**src/rtl/clock_mode_ctrl.sv**
```systemverilog
// clock_mode_ctrl
//   Mode/setting controller for a digital clock. Four raw buttons are
//   synchronised and debounced. A rising edge of a debounced level is a press.
//   The presses drive a small FSM: RUN -> SET_H/SET_M/SET_S -> COMMIT -> RUN.
//   In a SET state the FSM emits one-cycle step pulses to the setting
//   registers. COMMIT emits a one-cycle PE load pulse. An idle timeout in a
//   SET state aborts back to RUN without PE.
//
//   Optional feature: define CLOCK_MODE_CTRL_AUTO_REPEAT_EN to enable
//   auto-repeat of UP/DOWN while the key is held.
//
// Ports
//   CP                  clock, rising edge
//   CR                  synchronous active-high reset
//   TICK                single-cycle enable from the divider (10 Hz nominal)
//   KEY_MODE/UP/DOWN/OK raw asynchronous buttons, active-high
//   PE                  one-cycle load pulse to the timer
//   H_/M_/S_ UP/DOWN    one-cycle step pulses to the setting registers
//   DISP_SEL            0 = running time shown, 1 = setting registers shown
//   BLINK[2:0]          {hour, minute, second} blank mask, 1 = blank
//   STATE[2:0]          current FSM state, for debug
//
// Handshake: there is no valid/ready flow control. Every output is a
// registered level or a single-cycle pulse, and nothing waits on a consumer.
module clock_mode_ctrl #(
  parameter int DEB_CYCLES    = 16,
  parameter int TIMEOUT_TICKS = 100,
  parameter int BLINK_TICKS   = 5,
  parameter int REPEAT_DLY    = 8,
  parameter int REPEAT_RATE   = 2
) (
  input  logic       CP,
  input  logic       CR,
  input  logic       TICK,
  input  logic       KEY_MODE,
  input  logic       KEY_UP,
  input  logic       KEY_DOWN,
  input  logic       KEY_OK,
  output logic       PE,
  output logic       H_UP,
  output logic       H_DOWN,
  output logic       M_UP,
  output logic       M_DOWN,
  output logic       S_UP,
  output logic       S_DOWN,
  output logic       DISP_SEL,
  output logic [2:0] BLINK,
  output logic [2:0] STATE
);

  localparam int DW = (DEB_CYCLES    > 1) ? $clog2(DEB_CYCLES)    : 1;
  localparam int TW = (TIMEOUT_TICKS > 1) ? $clog2(TIMEOUT_TICKS) : 1;
  localparam int BW = (BLINK_TICKS   > 1) ? $clog2(BLINK_TICKS)   : 1;
  localparam logic [DW-1:0] DEB_MAX = DW'(DEB_CYCLES - 1);
  localparam logic [TW-1:0] TO_MAX  = TW'(TIMEOUT_TICKS - 1);
  localparam logic [BW-1:0] BL_MAX  = BW'(BLINK_TICKS - 1);

  typedef enum logic [2:0] {
    RUN    = 3'd0,
    SET_H  = 3'd1,
    SET_M  = 3'd2,
    SET_S  = 3'd3,
    COMMIT = 3'd4
  } state_t;

  // Key vector bit order: 0 = MODE, 1 = UP, 2 = DOWN, 3 = OK
  logic [3:0]    raw, sync1, sync2, deb, deb_d, armed, press;
  logic [DW-1:0] deb_cnt [4];

  assign raw = {KEY_OK, KEY_DOWN, KEY_UP, KEY_MODE};

  // Synchroniser flops carry no reset. A key held through reset then stays
  // visible as high, so it never arms (see below).
  always_ff @(posedge CP) begin
    sync1 <= raw;
    sync2 <= sync1;
  end

  // A key arms only after it has been seen low since reset. A key held
  // through reset release therefore needs a release before it can press.
  always_ff @(posedge CP) begin
    if (CR) begin
      deb   <= '0;
      deb_d <= '0;
      armed <= '0;
      for (int i = 0; i < 4; i++) deb_cnt[i] <= '0;
    end else begin
      deb_d <= deb;
      armed <= armed | ~sync2;
      for (int i = 0; i < 4; i++) begin
        if (sync2[i] != deb[i]) begin
          if (deb_cnt[i] == DEB_MAX) begin
            deb[i]     <= sync2[i];
            deb_cnt[i] <= '0;
          end else begin
            deb_cnt[i] <= deb_cnt[i] + 1'b1;
          end
        end else begin
          deb_cnt[i] <= '0;
        end
      end
    end
  end

  assign press = deb & ~deb_d & armed;

  state_t        state;
  logic [TW-1:0] tcnt;
  logic [BW-1:0] bcnt;
  logic          phase;
  logic          any_press, step_up, step_down, rep_up, rep_down, rep_any;
  logic          timeout_hit, in_set;
  logic [2:0]    field_mask;

  assign STATE     = state;
  assign any_press = |press;
  assign in_set    = (state == SET_H) || (state == SET_M) || (state == SET_S);
  assign rep_any   = rep_up | rep_down;
  // Simultaneous UP and DOWN presses cancel each other out.
  assign step_up   = (press[1] & ~press[2]) | rep_up;
  assign step_down = (press[2] & ~press[1]) | rep_down;
  // Any activity, including a repeat step, restarts the idle timeout.
  assign timeout_hit = TICK && (tcnt == TO_MAX) && !any_press && !rep_any;

  always_comb begin
    field_mask = 3'b000;
    case (state)
      SET_H:   field_mask = 3'b100;
      SET_M:   field_mask = 3'b010;
      SET_S:   field_mask = 3'b001;
      default: field_mask = 3'b000;
    endcase
  end

`ifdef CLOCK_MODE_CTRL_AUTO_REPEAT_EN
  localparam int RMAX = (REPEAT_DLY > REPEAT_RATE) ? REPEAT_DLY : REPEAT_RATE;
  localparam int RW   = (RMAX > 1) ? $clog2(RMAX) : 1;
  localparam logic [RW-1:0] DLY_MAX  = RW'(REPEAT_DLY - 1);
  localparam logic [RW-1:0] RATE_MAX = RW'(REPEAT_RATE - 1);

  logic [RW-1:0] rep_cnt;
  logic          rep_started, hold_up, hold_down, rep_fire;

  assign hold_up   = deb[1] & ~deb[2] & armed[1];
  assign hold_down = deb[2] & ~deb[1] & armed[2];
  // The first REPEAT_DLY ticks of a hold are the delay phase and emit
  // nothing. After that, a step fires every REPEAT_RATE ticks.
  assign rep_fire  = in_set && rep_started && TICK && (rep_cnt == RATE_MAX) &&
                     !any_press;
  assign rep_up    = rep_fire & hold_up;
  assign rep_down  = rep_fire & hold_down;

  always_ff @(posedge CP) begin
    if (CR || !in_set || !(hold_up || hold_down) || any_press) begin
      rep_cnt     <= '0;
      rep_started <= 1'b0;
    end else if (TICK) begin
      if (rep_cnt == (rep_started ? RATE_MAX : DLY_MAX)) begin
        rep_cnt     <= '0;
        rep_started <= 1'b1;
      end else begin
        rep_cnt <= rep_cnt + 1'b1;
      end
    end
  end
`else
  assign rep_up   = 1'b0;
  assign rep_down = 1'b0;
`endif

  always_ff @(posedge CP) begin
    if (CR) begin
      state    <= RUN;
      PE       <= 1'b0;
      H_UP     <= 1'b0;
      H_DOWN   <= 1'b0;
      M_UP     <= 1'b0;
      M_DOWN   <= 1'b0;
      S_UP     <= 1'b0;
      S_DOWN   <= 1'b0;
      DISP_SEL <= 1'b0;
      BLINK    <= 3'b000;
      tcnt     <= '0;
      bcnt     <= '0;
      phase    <= 1'b0;
    end else begin
      PE     <= 1'b0;
      H_UP   <= 1'b0;
      H_DOWN <= 1'b0;
      M_UP   <= 1'b0;
      M_DOWN <= 1'b0;
      S_UP   <= 1'b0;
      S_DOWN <= 1'b0;
      case (state)
        RUN: begin
          BLINK <= 3'b000;
          tcnt  <= '0;
          bcnt  <= '0;
          phase <= 1'b0;
          if (press[0]) begin
            state    <= SET_H;
            DISP_SEL <= 1'b1;
          end else begin
            DISP_SEL <= 1'b0;
          end
        end
        SET_H, SET_M, SET_S: begin
          if (press[3]) begin
            // OK has priority over a MODE press in the same cycle.
            state <= COMMIT;
            PE    <= 1'b1;
            BLINK <= 3'b000;
            tcnt  <= '0;
            bcnt  <= '0;
            phase <= 1'b0;
          end else if (press[0]) begin
            case (state)
              SET_H:   state <= SET_M;
              SET_M:   state <= SET_S;
              default: state <= SET_H;
            endcase
            BLINK <= 3'b000;
            tcnt  <= '0;
            bcnt  <= '0;
            phase <= 1'b0;
          end else if (timeout_hit) begin
            state    <= RUN;
            DISP_SEL <= 1'b0;
            BLINK    <= 3'b000;
            tcnt     <= '0;
            bcnt     <= '0;
            phase    <= 1'b0;
          end else begin
            case (state)
              SET_H: begin
                H_UP   <= step_up;
                H_DOWN <= step_down;
              end
              SET_M: begin
                M_UP   <= step_up;
                M_DOWN <= step_down;
              end
              default: begin
                S_UP   <= step_up;
                S_DOWN <= step_down;
              end
            endcase
            if (any_press || rep_any) tcnt <= '0;
            else if (TICK)            tcnt <= tcnt + 1'b1;
            if (TICK) begin
              if (bcnt == BL_MAX) begin
                bcnt  <= '0;
                phase <= ~phase;
                BLINK <= phase ? 3'b000 : field_mask;
              end else begin
                bcnt <= bcnt + 1'b1;
              end
            end
          end
        end
        COMMIT: begin
          state    <= RUN;
          DISP_SEL <= 1'b0;
          BLINK    <= 3'b000;
          tcnt     <= '0;
          bcnt     <= '0;
          phase    <= 1'b0;
        end
        default: begin
          state    <= RUN;
          DISP_SEL <= 1'b0;
          BLINK    <= 3'b000;
          tcnt     <= '0;
          bcnt     <= '0;
          phase    <= 1'b0;
        end
      endcase
    end
  end

endmodule

```
**config.mk**
```make
export PLATFORM = sky130hd
export DESIGN_NAME = clock_mode_ctrl
export DESIGN_NICKNAME = d
export VERILOG_FILES = /design/src/rtl/clock_mode_ctrl.sv
export SDC_FILE = /design/constraint.sdc
export NUM_CORES = 1
export LEC_CHECK = 0
export CORE_MARGIN = 10
export CORE_UTILIZATION = 55
export DETAILED_ROUTE_END_ITERATION = 12
export GPL_TIMING_DRIVEN = 0
export HOLD_SLACK_MARGIN = 0.1
export PLACE_DENSITY = 0.77
export SYNTH_ARGS = -nofsm -noshare
export SYNTH_HDL_FRONTEND = slang
export SYNTH_SLANG_ARGS = --single-unit
```
**constraint.sdc**
```tcl
create_clock -name CP -period 3.3 [get_ports CP]
set_input_delay 0.33 -clock CP [delete_from_list [all_inputs] [get_ports CP]]
set_output_delay 0.33 -clock CP [all_outputs]
set_load 0.005 [all_outputs]
```
==> impl_results.md, run 1 <==
* Hold-critical path depth at 0
* Xor and xnor area share after synthesis at 7.37%
* Worst r2r src: tcnt[0]
* Starting density of the core at slightly below 60%
* Layout cells sized above 1 at 6.81%
* RSZ-0062 raised after global routing: no
* Setup repair bufs after CTS at 0
* Crit. End Element: flop
* Fmax at 0.554 GHz
* Distinct cell type count after synthesis at 34
* HPWL Detailed at 2660 um
* Critical path class: reg -> reg
* Antenna violations before repair at 0
* Hold EP: sync2[0]
* Post-cts sizing count at 0
* Die span in x at between 80 and 90 um
* Max-capacitance violation count at 0
* Min-Delay Path Class: reg -> reg
* Vias in the first global route at 1595
* Routed length on met2 at around 1600 um
* CORE AREA at 4090 um^2
* Gr usage total at 11.3%
* DIE HEIGHT at 85.7 um
* WP data arrival at 2.00 ns
* Pin count of the biggest net entering global routing at 11
* Min-Delay Startpoint: sync1[0]
* Ant diodes at 0
* Detailed Route WL at 3690 um
* Post-synthesis simple-gate area fraction at 20.8%
* Top cells by area, synth: dfxtp_1 38%, edfxtp_1 20%, nor2_1 6.9%
* Io pins at 21
* Worst Clk Skew at 0.00575 ns
* Required time of the critical path at around 3.5 ns
* Clock latency on the worst-skew pair at 0.33 ns
* Grt total ovfl at 0
* Fin nets at between 200 and 300
* Mux contribution to synthesized area at under 10%
* Layout area overhead at 24.1%
* Static Leak at 1.16 nW
* DR top layer: met4
* Sw Pwr at 0.304 mW
* Main combinational cell family by area after synthesis: simple AND/OR/NAND/NOR gates
* Worst Path Max Fanout at 8
* Slew Viols, Final at 0
* WL per Instance at ~11 um
* Final antenna-violating net count at 0
* Post-Synth Adder-Cell Area at under 10%
* Clk pin slew, worst setup/hold paths at roughly 0.060 ns
* Final setup viols at 0
* DIE AREA at roughly 7400 um^2
* First-pass GRT wire length at 6670 um
* Worst vdd ir at about 0.00048 V
* CTS Buf Count at 9
* Yosys reg bits at 61
* Part of the cycle the worst path needs at 54.7%
* Area leader, netlist: dfxtp_1
* H-tree Lvls at 3
* Outcome: completed
* Port buffer count at 20
* Async set-reset flop share out of synthesis at 0%
* Number of flops mapped to enable cells by yosys at 16
* Reg2reg setup slack at 1.50 ns
* PD cells at 561 nW/um^2
* TritonCTS clock tree: yes
* Synth Flop Type: dfxtp_1
* Yosys warns at 0
* Final Critical Period at 1.80 ns
* Synth top area share at between 30% and 40%
* WL met3 at 233 um
* Cell at the root of the clock tree: clkbuf_8
* Worst r2r dst: STATE[0]
* Crit path launch type: flop
* Clk sinks at 61
* Met1 WL at between 1500 and 2000 um
* Sequential cell area fraction in the yosys report at about three fifths
* Mapped cell area at approximately 2400 um^2
* Synthesized area per cell at 10.4 um^2
* GPL Wtd Cong at 0.826
* Routed vias/inst at 4.93
* Final Hold Vio Count at 0
* Clock Power Share at 48.1%
* Setup TNS at 0 ns
* 1st-iter DRT viols at 92
* Leading cell type in the layout, fill and taps excluded: dfxtp_1
* Min Hold Slack at 0.326 ns
* DR DRC count at 0
* Switching share of total power at around 18%
* Reg2reg path depth at 5
* P_int at 1.35 mW
* Post-CTS Hold Fix Bufs at 0
* Comb power frac at under 10%
* Via count at 1621
* Flop pwr share at around half
* Post-Synthesis Cells at 228
* CTS max path bufs at 2
* Most frequent cells in the layout: 45 x dfxtp_1, 44 x nor2_1, 20 x clkdlybuf4s50_1, 16 x edfxtp_1, 16 x conb_1
* Row count at 23
* Drt first pass iters at 4
* Post-synthesis compound-gate area fraction at 4.79%
## critical path: stages (launching register included)
cell	delay, ns
dfxtp_1	0.38
ha_1	0.21
nand4_1	0.10
or4_4	0.46
o211ai_2	0.37
a222oi_1	0.15
## registers in the layout, indices dropped and copies added (netlist names)
name / count
BLINK: 3
PE: 1
sync2: 4
bcnt: 3
M_DOWN: 1
deb_d: 4
H_UP: 1
S_UP: 1
tcnt: 7
M_UP: 1
S_DOWN: 1
H_DOWN: 1
deb_cnt: 16
phase: 1
STATE: 3
DISP_SEL: 1
armed: 4
deb: 4
sync1: 4
## stage by stage
step                      setup slack [ns]  power, mW  instance area [um^2]  instances  util, %
final                                 1.50       1.65                  2950        329     72.2
after global routing                  1.34       1.72                  2950        329     72.2
after CTS                             1.47       1.67                  2950        329     72.2
after detailed placement              1.29      0.875                  2700        313     66.0
after global placement                1.28      0.872                  2700        313     66.0
after floorplan                       1.66      0.857                  2430        243        -
## area by class of cell
cell class,instances,area [um^2]
clock buffer,14,194
buffer,4,16.3
timing repair buffer,20,200
multi-input combinational,166,991
sequential,61,1380
inverter,12,45.0
fill,310,1140
clock inverter,2,60.1
tap,50,62.6
## cell families (layout without fill, tap and decap cells)
| logic type | Yosys count | in the layout |
|---|---|---|
| XOR/XNOR | 20 | 20 |
| adder cells (fa/ha/maj) | 7 | 7 |
| AND/OR/NAND/NOR | 100 | 100 |
| other | 1 | 16 |
| flip-flops | 61 | 61 |
| multiplexers | 6 | 6 |
| AO/OA/AOI/OAI | 17 | 17 |
| buffers and inverters | 16 | 52 |
## power groups by stage
stage	sequential [mW]	combinational (mW)	clock, mW
3_5_place_dp	0.822	0.0532	0
2_1_floorplan	0.818	0.0390	0
3_3_place_gp	0.820	0.0521	0
6_report	0.805	0.0534	0.796
4_1_cts	0.805	0.0539	0.815
5_1_grt	0.808	0.0631	0.846
## metal layers
| metal | track usage (%) | vias up |
|---|---|---|
| met4 | 6.29 | 0 |
| met1 | 12.5 | 729 |
| met2 | 17.1 | 29 |
| met3 | 6.05 | 10 |
| li1 | - | 853 |
| met5 | 0 | - |
## worst max-delay path by stage
stage / startpoint / end / cells past startpoint
6_report: tcnt[0] / STATE[0] / 5
4_1_cts: tcnt[0] / STATE[0] / 5
3_3_place_gp: TICK / STATE[0] / 5
3_5_place_dp: TICK / STATE[0] / 5
5_1_grt: tcnt[0] / STATE[0] / 5
2_1_floorplan: tcnt[0] / STATE[0] / 5
## cell usage after synthesis (6+ instances only)
master,count
mux2i_1,6
a21oi_1,7
xnor2_1,10
edfxtp_1,16
dfxtp_1,45
nand2_1,9
inv_1,12
nor3_1,8
xor2_1,10
nor2_1,44
nand3_1,9
ha_1,7
No activity file was read; power rests on OpenSTA's default activity.
==> inputs of run 2 (changes only) <==
Clock period 3.3 ns to 1.8 ns, I/O delays scaled along.
==> impl_results.md, run 2 (synthesis gave the netlist of run 1 again) <==
* Outcome: completed
* DIE HEIGHT at 85.7 um
* Crit path launch type: flop
* Critical path class: reg -> reg
* Most frequent cells in the layout: 44 x nor2_1, 43 x dfxtp_1, 20 x clkdlybuf4s50_1, 16 x edfxtp_1, 16 x conb_1
* Worst Path Max Fanout at 5
* Part of the cycle the worst path needs at 93.8%
* Ant diodes at 0
* Post-route cell area at approximately 3000 um^2
* Die span in x at 85.7 um
* Routed vias/inst at a little under 5
* Worst-path cell chain: ha_4 > nand4_1 > or4_4 > o21a_1 > a222oi_1
* WL per Instance at 11.3 um
* Slowest stage cell, crit path: or4_4
* PD cells at 1020 nW/um^2
* DR DRC count at 0
* Switching share of total power at 18.5%
* TritonCTS clock tree: yes
* P_int at 2.47 mW
* Setup TNS at 0 ns
* Static Leak at 1.16 nW
* Reg2reg setup slack at between 0.1 and 0.15 ns
* CTS Buf Count at 9
* Final antenna-violating net count at 0
* Worst vdd ir at 0.000887 V
* Crit. End Element: flop
* Antenna violations before repair at 0
* Crit path buffers/inverters at 0
* GPL Wtd Cong at 0.826
* Post-CTS Hold Fix Bufs at 0
* Final setup viols at 0
* Max-capacitance violation count at 0
* WP data arrival at between 1.5 and 2 ns
* Largest register FFs at 16
* Fmax at ~0.6 GHz
* Clock latency on the worst-skew pair at 0.33 ns
* Fin nets at 289
* Total power at 3.03 mW
* Slowest stage delay, CP at 0.54 ns
* CORE AREA at 4090 um^2
* Clk sinks at between 60 and 70
* Port buffer count at 20
* Clock Power Share at 48.2%
* Layout cells sized above 1 at 8.21%
* Sw Pwr at ~0.56 mW
* DIE AREA at 7350 um^2
* Final Critical Period at 1.69 ns
* H-tree Lvls at 3
* Min-Delay Path Class: in -> reg
* Io pins at 21
* Top reg by flops: deb_cnt
* First-pass GRT wire length at 6690 um
* Top Registers: deb_cnt: 16 flops, tcnt: 7 flops
* HPWL Detailed at between 2000 and 3000 um
* Via count at ~1600
* CTS max path bufs at 2
* Required time of the critical path at between 2 and 2.5 ns
* Row count at 23
* Worst Clk Skew at 0.00790 ns
* Final Hold Vio Count at 0
* Leading cell type in the layout, fill and taps excluded: nor2_1
* Drt first pass iters at 4
* Cell at the root of the clock tree: clkbuf_8
* Slew Viols, Final at 0
* RSZ-0062 raised after global routing: no
* Flop pwr share at 48.5%
* Pin count of the biggest net entering global routing at 11
* Grt total ovfl at 0
* Gr usage total at 11.4%
* Starting density of the core at 58.2%
* Clk pin slew, worst setup/hold paths at 0.06 ns
* DP Cell Count at between 300 and 400
* Layout area overhead at 25.6%
* Crit path max-delay family: simple AND/OR/NAND/NOR gates
* Placed Area at 2700 um^2
* 1st-iter DRT viols at 86
* Vias in the first global route at 1603
* Finished Layout Cells at 330
* Comb power frac at 3.2%
* Detailed Route WL at 3730 um
[run 2: cell count changes in the layout (fill, tap and decap cells not counted), sizes merged]
| cell | before | now |
|---|---|---|
| buf | 1 | 2 |
[run 2: final cells by class]
class	count	area (um^2)
timing repair buffer	21	208
clock buffer	14	194
fill	303	1100
clock inverter	2	60.1
tap	50	62.6
inverter	12	45.0
sequential	61	1390
multi-input combinational	166	1010
buffer	4	16.3
[run 2: metal layers]
layer | GRT usage (%) | share of wire, %
met1 | 12.5 | 48
met4 | 6.29 | 2.5
met5 | 0 | 0
met3 | 6.05 | 6.9
met2 | 17.2 | 42
[run 2: worst paths after layout]
kind / start / endpoint / depth (start not counted)
max: tcnt[1] / STATE[0] / 5
min: KEY_OK / sync1[3] / 1
max reg2reg: tcnt[1] / STATE[0] / 5
min reg2reg: sync1[0] / sync2[0] / 0
[run 2: what timing repair did]
action	in CTS	in global routing
setup endpoints to repair	1	1
pin swaps	0	5
resized for setup	1	6
buffers inserted	0	1
cloned	0	0
[run 2: through the flow]
stage	hold WS [ns]	utilization, %	setup WS (ns)
3_3_place_gp	0.311	66.0	-0.0697
2_1_floorplan	0.208	-	0.158
5_1_grt	0.277	73.1	0.00733
6_report	0.292	73.1	0.112
3_5_place_dp	0.312	66.0	-0.0634
4_1_cts	0.276	72.4	0.000597
[run 2: power by group through the flow]
stage	registers, mW	logic (mW)	clock network (mW)
after floorplan	1.50	0.0715	0
after global placement	1.50	0.0955	0
after detailed placement	1.51	0.0975	0
after CTS	1.48	0.0989	1.49
after global routing	1.48	0.116	1.55
final	1.47	0.0979	1.46
